[config.mk]
export PLATFORM = sky130hd
export DESIGN_NAME = guard_patrol
export DESIGN_NICKNAME = d
export VERILOG_FILES = /design/src/rtl/guard_patrol.sv
export SDC_FILE = /design/constraint.sdc
export NUM_CORES = 1
export LEC_CHECK = 0
export ABC_AREA = 1
export BUFFER_PORTS_ARGS = -buffer_cell sky130_fd_sc_hd__buf_2
export CORE_ASPECT_RATIO = 0.9
export CORE_MARGIN = 5
export CORE_UTILIZATION = 48
export CTS_BUF_LIST = sky130_fd_sc_hd__clkbuf_8
export CTS_CLUSTER_DIAMETER = 40
export DETAILED_ROUTE_END_ITERATION = 7
export PLACE_DENSITY_LB_ADDON = 0.15
export SKIP_LAST_GASP = 1
export SLEW_MARGIN = 10
export SYNTH_ARGS = -nofsm -noshare
export SYNTH_HDL_FRONTEND = slang
export SYNTH_SLANG_ARGS = --single-unit
[constraint.sdc]
create_clock -name vga_clk -period 3.3 [get_ports vga_clk]
set_clock_uncertainty 0.2 [all_clocks]
set_input_delay 0.165 -clock vga_clk [delete_from_list [all_inputs] [get_ports vga_clk]]
set_output_delay 0.165 -clock vga_clk [all_outputs]
set_load 0.02 [all_outputs]
[src/rtl/guard_patrol.sv]
// Guard patrol motion source: walks the guard clockwise around a rectangular loop,
// one step per synchronized frame tick, dwelling PAUSE_FRAMES ticks at each corner.
module guard_patrol #(
  parameter int X_MIN        = 100,
  parameter int X_MAX        = 400,
  parameter int Y_MIN        = 80,
  parameter int Y_MAX        = 300,
  parameter int STEP         = 1,
  parameter int PAUSE_FRAMES = 30
) (
  input  logic       vga_clk,
  input  logic       Reset_n,
  input  logic       frame_clk,
  input  logic       enable,
  output logic [9:0] GuardX,
  output logic [9:0] GuardY,
  output logic [2:0] direction_guard
);

  // Encoding order matters: each move state is its pause state + 1, and UP + 1 wraps to PAUSE_TL.
  typedef enum logic [2:0] {
    PAUSE_TL = 3'd0,
    RIGHT    = 3'd1,
    PAUSE_TR = 3'd2,
    DOWN     = 3'd3,
    PAUSE_BR = 3'd4,
    LEFT     = 3'd5,
    PAUSE_BL = 3'd6,
    UP       = 3'd7
  } state_t;

  localparam logic [2:0] DIR_LEFT  = 3'b000;
  localparam logic [2:0] DIR_RIGHT = 3'b001;
  localparam logic [2:0] DIR_DOWN  = 3'b010;
  localparam logic [2:0] DIR_UP    = 3'b011;
  localparam logic [2:0] DIR_STOP  = 3'b111;

  localparam int CNT_W = (PAUSE_FRAMES > 1) ? $clog2(PAUSE_FRAMES) : 1;
  localparam logic [CNT_W-1:0] CNT_LAST = CNT_W'(PAUSE_FRAMES - 1);

  localparam logic [9:0]  X_MIN10 = 10'(X_MIN);
  localparam logic [9:0]  X_MAX10 = 10'(X_MAX);
  localparam logic [9:0]  Y_MIN10 = 10'(Y_MIN);
  localparam logic [9:0]  Y_MAX10 = 10'(Y_MAX);
  localparam logic [10:0] STEP11  = 11'(STEP);

  state_t           state_q, state_d;
  logic [CNT_W-1:0] cnt_q, cnt_d;
  logic [9:0]       x_q, x_d;
  logic [9:0]       y_q, y_d;
  logic [2:0]       dir_q, dir_d;
  logic             sync1_q, sync2_q, prev_q;
  logic             tick;

  logic [10:0] x_inc, y_inc, x_dec, y_dec;
  logic        x_hit_max, y_hit_max, x_hit_min, y_hit_min;

  assign tick = sync2_q & ~prev_q;

  // Saturation tests are done before subtracting so the decrement can never wrap.
  assign x_inc     = {1'b0, x_q} + STEP11;
  assign y_inc     = {1'b0, y_q} + STEP11;
  assign x_dec     = {1'b0, x_q} - STEP11;
  assign y_dec     = {1'b0, y_q} - STEP11;
  assign x_hit_max = x_inc >= {1'b0, X_MAX10};
  assign y_hit_max = y_inc >= {1'b0, Y_MAX10};
  assign x_hit_min = {1'b0, x_q} <= ({1'b0, X_MIN10} + STEP11);
  assign y_hit_min = {1'b0, y_q} <= ({1'b0, Y_MIN10} + STEP11);

  always_comb begin
    state_d = state_q;
    cnt_d   = cnt_q;
    x_d     = x_q;
    y_d     = y_q;
    dir_d   = dir_q;
    if (tick && enable) begin
      unique case (state_q)
        PAUSE_TL, PAUSE_TR, PAUSE_BR, PAUSE_BL: begin
          if (cnt_q == CNT_LAST) begin
            cnt_d   = '0;
            state_d = state_t'(state_q + 3'd1);
            unique case (state_q)
              PAUSE_TL: dir_d = DIR_RIGHT;
              PAUSE_TR: dir_d = DIR_DOWN;
              PAUSE_BR: dir_d = DIR_LEFT;
              default:  dir_d = DIR_UP;
            endcase
          end else begin
            cnt_d = cnt_q + 1'b1;
          end
        end
        RIGHT: begin
          if (x_hit_max) begin
            x_d     = X_MAX10;
            state_d = PAUSE_TR;
            dir_d   = DIR_STOP;
          end else begin
            x_d = x_inc[9:0];
          end
        end
        DOWN: begin
          if (y_hit_max) begin
            y_d     = Y_MAX10;
            state_d = PAUSE_BR;
            dir_d   = DIR_STOP;
          end else begin
            y_d = y_inc[9:0];
          end
        end
        LEFT: begin
          if (x_hit_min) begin
            x_d     = X_MIN10;
            state_d = PAUSE_BL;
            dir_d   = DIR_STOP;
          end else begin
            x_d = x_dec[9:0];
          end
        end
        default: begin
          if (y_hit_min) begin
            y_d     = Y_MIN10;
            state_d = PAUSE_TL;
            dir_d   = DIR_STOP;
          end else begin
            y_d = y_dec[9:0];
          end
        end
      endcase
    end
  end

  always_ff @(posedge vga_clk or negedge Reset_n) begin
    if (!Reset_n) begin
      sync1_q <= 1'b0;
      sync2_q <= 1'b0;
      prev_q  <= 1'b0;
      state_q <= PAUSE_TL;
      cnt_q   <= '0;
      x_q     <= X_MIN10;
      y_q     <= Y_MIN10;
      dir_q   <= DIR_STOP;
    end else begin
      sync1_q <= frame_clk;
      sync2_q <= sync1_q;
      prev_q  <= sync2_q;
      state_q <= state_d;
      cnt_q   <= cnt_d;
      x_q     <= x_d;
      y_q     <= y_d;
      dir_q   <= dir_d;
    end
  end

  assign GuardX          = x_q;
  assign GuardY          = y_q;
  assign direction_guard = enable ? dir_q : DIR_STOP;

endmodule
# Word level (Yosys, flattened, before mapping)

Index checks and enable logic that the tools add are counted.

$add $sub $neg: 6
Order comparisons: 4
Eq/ne operators: 11
Multiplexer cells: 21
Bitwise logic cells: 3
Reduce and logical (&&, ||, !) cells: 10

Operators by type and width:

| operator              | number |
|---|---|
| $mux 10               | 4 |
| $pmux 10 s2           | 2 |
| $mux 3                | 11 |
| $pmux 3 s4            | 2 |
| $add 10x1->11 const B | 2 |
| $ge 11x9->1 const B   | 2 |
| $le 10x7->1 const B   | 2 |
| $sub 10x1->10 const B | 2 |
| $eq 3x3->1 const B    | 3 |
| $ne 2x2->1 const B    | 4 |
| $eq 3x2->1 const B    | 2 |
| $pmux 2 s3            | 1 |
| $reduce_and 2->1      | 3 |
| $reduce_and 6->1      | 1 |
| $reduce_or 6->1       | 1 |
| $add 5x1->5 const B   | 1 |
| $eq 5x5->1 const B    | 1 |
| $mux 5                | 1 |
| $reduce_bool 5->1     | 1 |
| $reduce_or 4->1       | 1 |
| $add 3x1->3 const B   | 1 |
| $eq 3x1->1 const B    | 1 |
| $logic_not 3->1       | 1 |
| $not 1->1             | 2 |
| 3 further kinds       | 3 |

Register bits: 34
Input bits: 4
Output and inout port bits: 23
Word-level logic and storage cells: 63

# Logic depth before layout (Yosys ltp)

Word-level depth: 4
Depth in mapped cells: 15
Gate-level depth less buffers: 13

# Least setup slack after synthesis

OpenSTA, ideal clock, no wires.

Path kind: register to register
From: register y_q[0] (netlist: GuardY[0])
To: register y_q[0] (netlist: GuardY[0])
Library setup time: 0.118 ns
Arrival time: 1.715 ns
Data required time: 2.982 ns
Slack: 1.267 ns
Cell stages (with the launch flop): 15
Clock period less this slack: 2.033 ns
Cells stage by stage: dfrtp_1 -> ha_1 -> nand2_1 -> inv_1 -> nor2_1 -> nand3_1 -> nand2_1 -> nand2_1 -> nand2_2 -> nand2_4 -> nand2_2 -> buf_6 -> nand2_2 -> nand3_1 -> nand2_1

Word-level cells in the longest chain between the ends: 4
Elaborated cells between the ends (all ways): 7
Those cells by class: add/sub: 2; order compare: 2; mux: 3

RTL lines:

| what                   | RTL line | text |
|---|---|---|
| start, declared        | 50       | `logic [9:0] y_q, y_d;` |
| start signal, assigned | 149      | `y_q <= y_d;` |
| $add 10x1->11          | 62       | `assign y_inc = {1'b0, y_q} + STEP11;` |
| $ge 11x9->1            | 66       | `assign y_hit_max = y_inc >= {1'b0, Y_MAX10};` |
| $mux 10                | 102      | `if (y_hit_max) begin` |
| $pmux 10 s2 (*)        | 77       | `unique case (state_q)` |

Every way passes the cells marked *; elsewhere a longest branch is shown, timed or not.
A chain may end at the register's enable or synchronous reset.

# Worst setup path in the final report

From: register y_q[0] (netlist: GuardY[0])
To: register state_q[1]

Word-level cells in the longest chain between the ends: 4
Elaborated cells between the ends (all ways): 6
Those cells by class: add/sub: 1; order compare: 2; eq/ne: 1; reduce/logical: 2

RTL lines:

| what                           | RTL line | text |
|---|---|---|
| $add 10x1->11                  | 62       |  |
| $ge 11x9->1                    | 66       |  |
| $ne 2x2->1 (no line)           | n/a      |  |
| $reduce_and 6->1 (no line) (*) | n/a      |  |
| end signal, assigned           | 146      | `state_q <= state_d;` |
| end, declared                  | 47       | `state_t state_q, state_d;` |

Marked as above.

==> impl_summary.txt <==
----------------------------------------------------
[Critical path]
  List of cells traversed by the critical path ... ha_1 > nand2_1 > inv_1 > nor2_1 > nand3_1 > nand2_1 > nand2_1 > nand2_2 > nand2_4 > nand2_2 > nand3_2 > nand2_1 > nand2_1
  Largest stage delay on the critical path ... 0.49 ns
  Internal reg-to-reg setup slack ... 1.04 ns
  Critical path peak fanout ... 11
  Worst r2r dst ... state_q[1]
  Critical Path Most Common Cell ... sky130_fd_sc_hd__nand2_1
  Endpoint required time on the critical path ... 3.29 ns
  Critical-path top delay cell ... sky130_fd_sc_hd__dfrtp_1
  Worst EP arrival ... 2.24 ns
  Critical Path Source Type ... flop
  Critical Setup Path Class ... flop to flop
  Setup crit end kind ... flop
  Reg2reg path depth ... 13
  Worst reg2reg startpoint ... GuardY[0]

[Global route]
  Total routing usage reported by global routing ... 19.48%
  Vias in the first global route ... 2355
  Global-route wire length before repair ... 11040 µm
  GR Layer Usage met1 ... 28.75%
  Most used routing layer in global routing ... met1
  Fraction of met3 tracks used by global routing ... 4.462%
  Maximum number of pins on one net before global-route repair ... 35
  Global route overflow ... 0
  Antenna violations before repair ... 0
  Met2 usage ... 28.56%

[Timing]
  Crit path time final ... 2.258 ns
  Endpoints failing setup ... 0
  Transition time at the pin with the least slew margin ... 0.7530 ns
  Slew Viols, Final ... 0
  Crit share post-route ... 68.41%
  Normalized max-slew margin ... 49.80%
  Worst hold-check slack ... 0.1563 ns
  Number of hold-slack violations in the final timing report ... 0
  Setup_tns ... 0 ns
  Final worst-path setup slack ... 1.042 ns
  Timing-limited maximum frequency ... 443.0 MHz
  Setup repair after global routing missed its margin ... no

[Floorplan]
  Site Rows ... 25
  Area of the die ... 7186 µm²
  Initial core utilization ... 50.15%
  Core Box Area ... 5349 µm²
  Overall die width ... 88.80 µm
  Y dimension of the die ... 80.92 µm
  I/O Pins ... 27

[Synthesis]
  Number of instances in the synthesized netlist ... 391
  Fraction of the mapped netlist area in simple logic gates ... 37.73%
  Most frequent cells after synthesis ... 117 x sky130_fd_sc_hd__nand2_1, 41 x sky130_fd_sc_hd__inv_1, 37 x sky130_fd_sc_hd__nor2_1
  Post-synth top flop ... sky130_fd_sc_hd__dfrtp_1
  Count of flip-flops with a built-in enable after synthesis ... 0
  Most frequent cell after synthesis ... sky130_fd_sc_hd__nand2_1
  Share of the yosys chip area belonging to registers ... 32.09%
  Syn. warnings ... 0
  Largest cells by area after synthesis ... sky130_fd_sc_hd__dfrtp_1 24%, sky130_fd_sc_hd__nand2_1 16%, sky130_fd_sc_hd__dfstp_2 7.8%
  Largest family of logic cells by synthesized area ... simple AND/OR/NAND/NOR gates
  Count of distinct cell types in the synthesized netlist ... 38
  Summed instance area of the synthesized netlist ... 2683 µm²
  Synthesized Nets ... 409
  Synth Area per Inst ... 6.861 µm²
  Proportion of register bits with asynchronous set or reset after synthesis ... 100.0%
  Synthesized-area fraction occupied by adder cells ... 6.530%
  Synthesized flop and latch total ... 34
  Synth Area in Compound Gates ... 12.36%
  Yosys top cell by area ... sky130_fd_sc_hd__dfrtp_1
  XOR/XNOR share of the synthesized area ... 2.938%
  Fraction of post-synthesis cell area in the top cell type by area ... 24.25%
  Mux contribution to synthesized area ... 0%

[Clock tree]
  Hold-fix buffers, CTS ... 2
  Cell chosen for the clock root ... sky130_fd_sc_hd__clkbuf_8
  Clock tree sinks ... 34
  Number of setup buffers added after CTS ... 0
  TritonCTS clock tree ... done
  Clock slew seen by the registers of the worst setup and hold paths ... 0.08 ns
  Number of buffers between clock root and the deepest sink ... 2
  Clock insertion delay at the later pin of the skew report ... 0.29 ns
  Quantity of gates resized following cts ... 0
  Inserted Clock Buffers ... 5
  CTS H-Tree Depth ... 2

[Place]
  Number of port buffers ... 26
  Instance area after placement ... 2856 µm²
  Final estimated routing congestion in global placement ... 0.8855
  Placed wire-length estimate after detailed placement ... 4821 µm
  Dpl ws ... 1.077 ns

[Finish]
  Register area ... 860.8 µm²
  Fraction of final layout cells with drive strength greater than 1 ... 18.76%
  Final instance area ... 2972 µm²
  Number of nets in the finished design ... 438
  Fill cell count ... 507
  P&R area growth vs syn ... 10.77%
  # diodes ... 0
  Combined area of the multi-input logic cells ... 1598 µm²

[Hold path]
  Hold Crit Depth ... 0
  Min-Delay Startpoint ... sync1_q
  Type of the worst min-delay path ... flop to flop
  Hold-critical path endpoint ... sync2_q

[Power]
  Leakage dissipation ... 1.502 nW
  Maximum ir drop on the vdd rail ... 0.3486 mV
  Pwr Density ... 461.7 nW/µm²

[Detailed routing]
  Total Wirelength ... 6312 µm
  Detailed-route vias per instance ... 5.178
  First drt pass iteration count ... 4
  WL/cell ... 12.93 µm
  Antenna-violating nets left ... 0
  DRC ... 0
  Detailed Route Iter0 Violations ... 198
  Detailed-route via count ... 2527

[Outcome]
  Run status ... finished clean

[Flow run]
  Maximum capacitance violations ... 0

----------------------------------------------------
-- area by class of cell --
cell class | instances | area share (%)
multi-input combinational | 303 | 53.77
sequential | 34 | 28.97
inverter | 47 | 5.937
timing repair buffer | 29 | 5.305
tap | 67 | 2.821
clock buffer | 6 | 2.779
clock inverter | 2 | 0.4211
-- worst max-delay path by stage --
stage / endpoint / slack [ns] / cells after the start / startpoint
finish: state_q[1] / 1.04 / 13 / GuardY[0]
global route: state_q[0] / 0.79 / 13 / GuardY[0]
CTS: state_q[1] / 1.05 / 13 / GuardY[0]
detailed placement: state_q[1] / 1.08 / 13 / GuardY[0]
global placement: state_q[0] / 1.15 / 13 / GuardY[0]
floorplan: GuardY[0] / 1.27 / 14 / GuardY[0]
-- kinds of logic after synthesis --
kind of cell	Yosys count
and+or+nand+nor	223
xor gates and xnor gates	9
buffers and inverters	54
AOI/OAI and AO/OA	57
adders and majority gates	14
DFF	34
-- worst max-delay path, delay by kind of cell (launching register included) --
kind / cells / cell delay, ns
and+or+nand+nor: 11 / 1.11
DFF: 1 / 0.49
adders and majority gates: 1 / 0.31
buffers and inverters: 1 / 0.04
-- cell usage in the layout, fill, tap and decap left out, drive strengths merged --
cell type,synthesis,routed
dfrtp,26,26
o211ai,1,1
o21ai,27,27
clkinv,0,1
nand2,127,127
o21bai,2,2
buf,5,27
inv,47,47
nor2,44,44
dfstp,8,8
clkinvlp,0,1
nand3b,2,2
nand4,10,10
clkbuf,2,6
xnor2,3,3
a22oi,3,3
a21oi,16,16
nor3b,2,2
ha,14,14
or2,4,4
o22ai,1,1
a31oi,3,3
a21boi,3,3
dlygate4sd3,0,2
nor3,6,6
xor2,6,6
nand3,28,28
a31o,1,1
-- per-layer routing --
metal / part of all wire, % / wire [µm]
met1: 52 / 3290
met2: 42 / 2650
met3: 5.5 / 346
met4: 0.38 / 24
met5: 0 / 0
-- power by group --
part / switching [W] / leakage (nW) / internal, W
clock: 0.000163 / 0.0472 / 0.000168
sequential: 0.0000860 / 0.385 / 0.000507
combinational: 0.000286 / 1.07 / 0.000162
total: 0.000535 / 1.50 / 0.000837
-- stage by stage --
stage,util (%),instances,power (W)
2_1_floorplan,-,391,0.0009219
3_3_place_gp,53.40,478,0.001042
3_5_place_dp,53.40,478,0.001047
4_1_cts,55.56,488,0.001387
5_1_grt,55.56,488,0.001480
6_report,55.56,488,0.001372
-- state kept, by name (all words and copies together), names as in the netlist --
register,count
sync2_q,1
cnt_q,5
GuardY,10
prev_q,1
state_q,3
dir_q,3
GuardX,10
sync1_q,1
(Power assumes the default switching activity.)
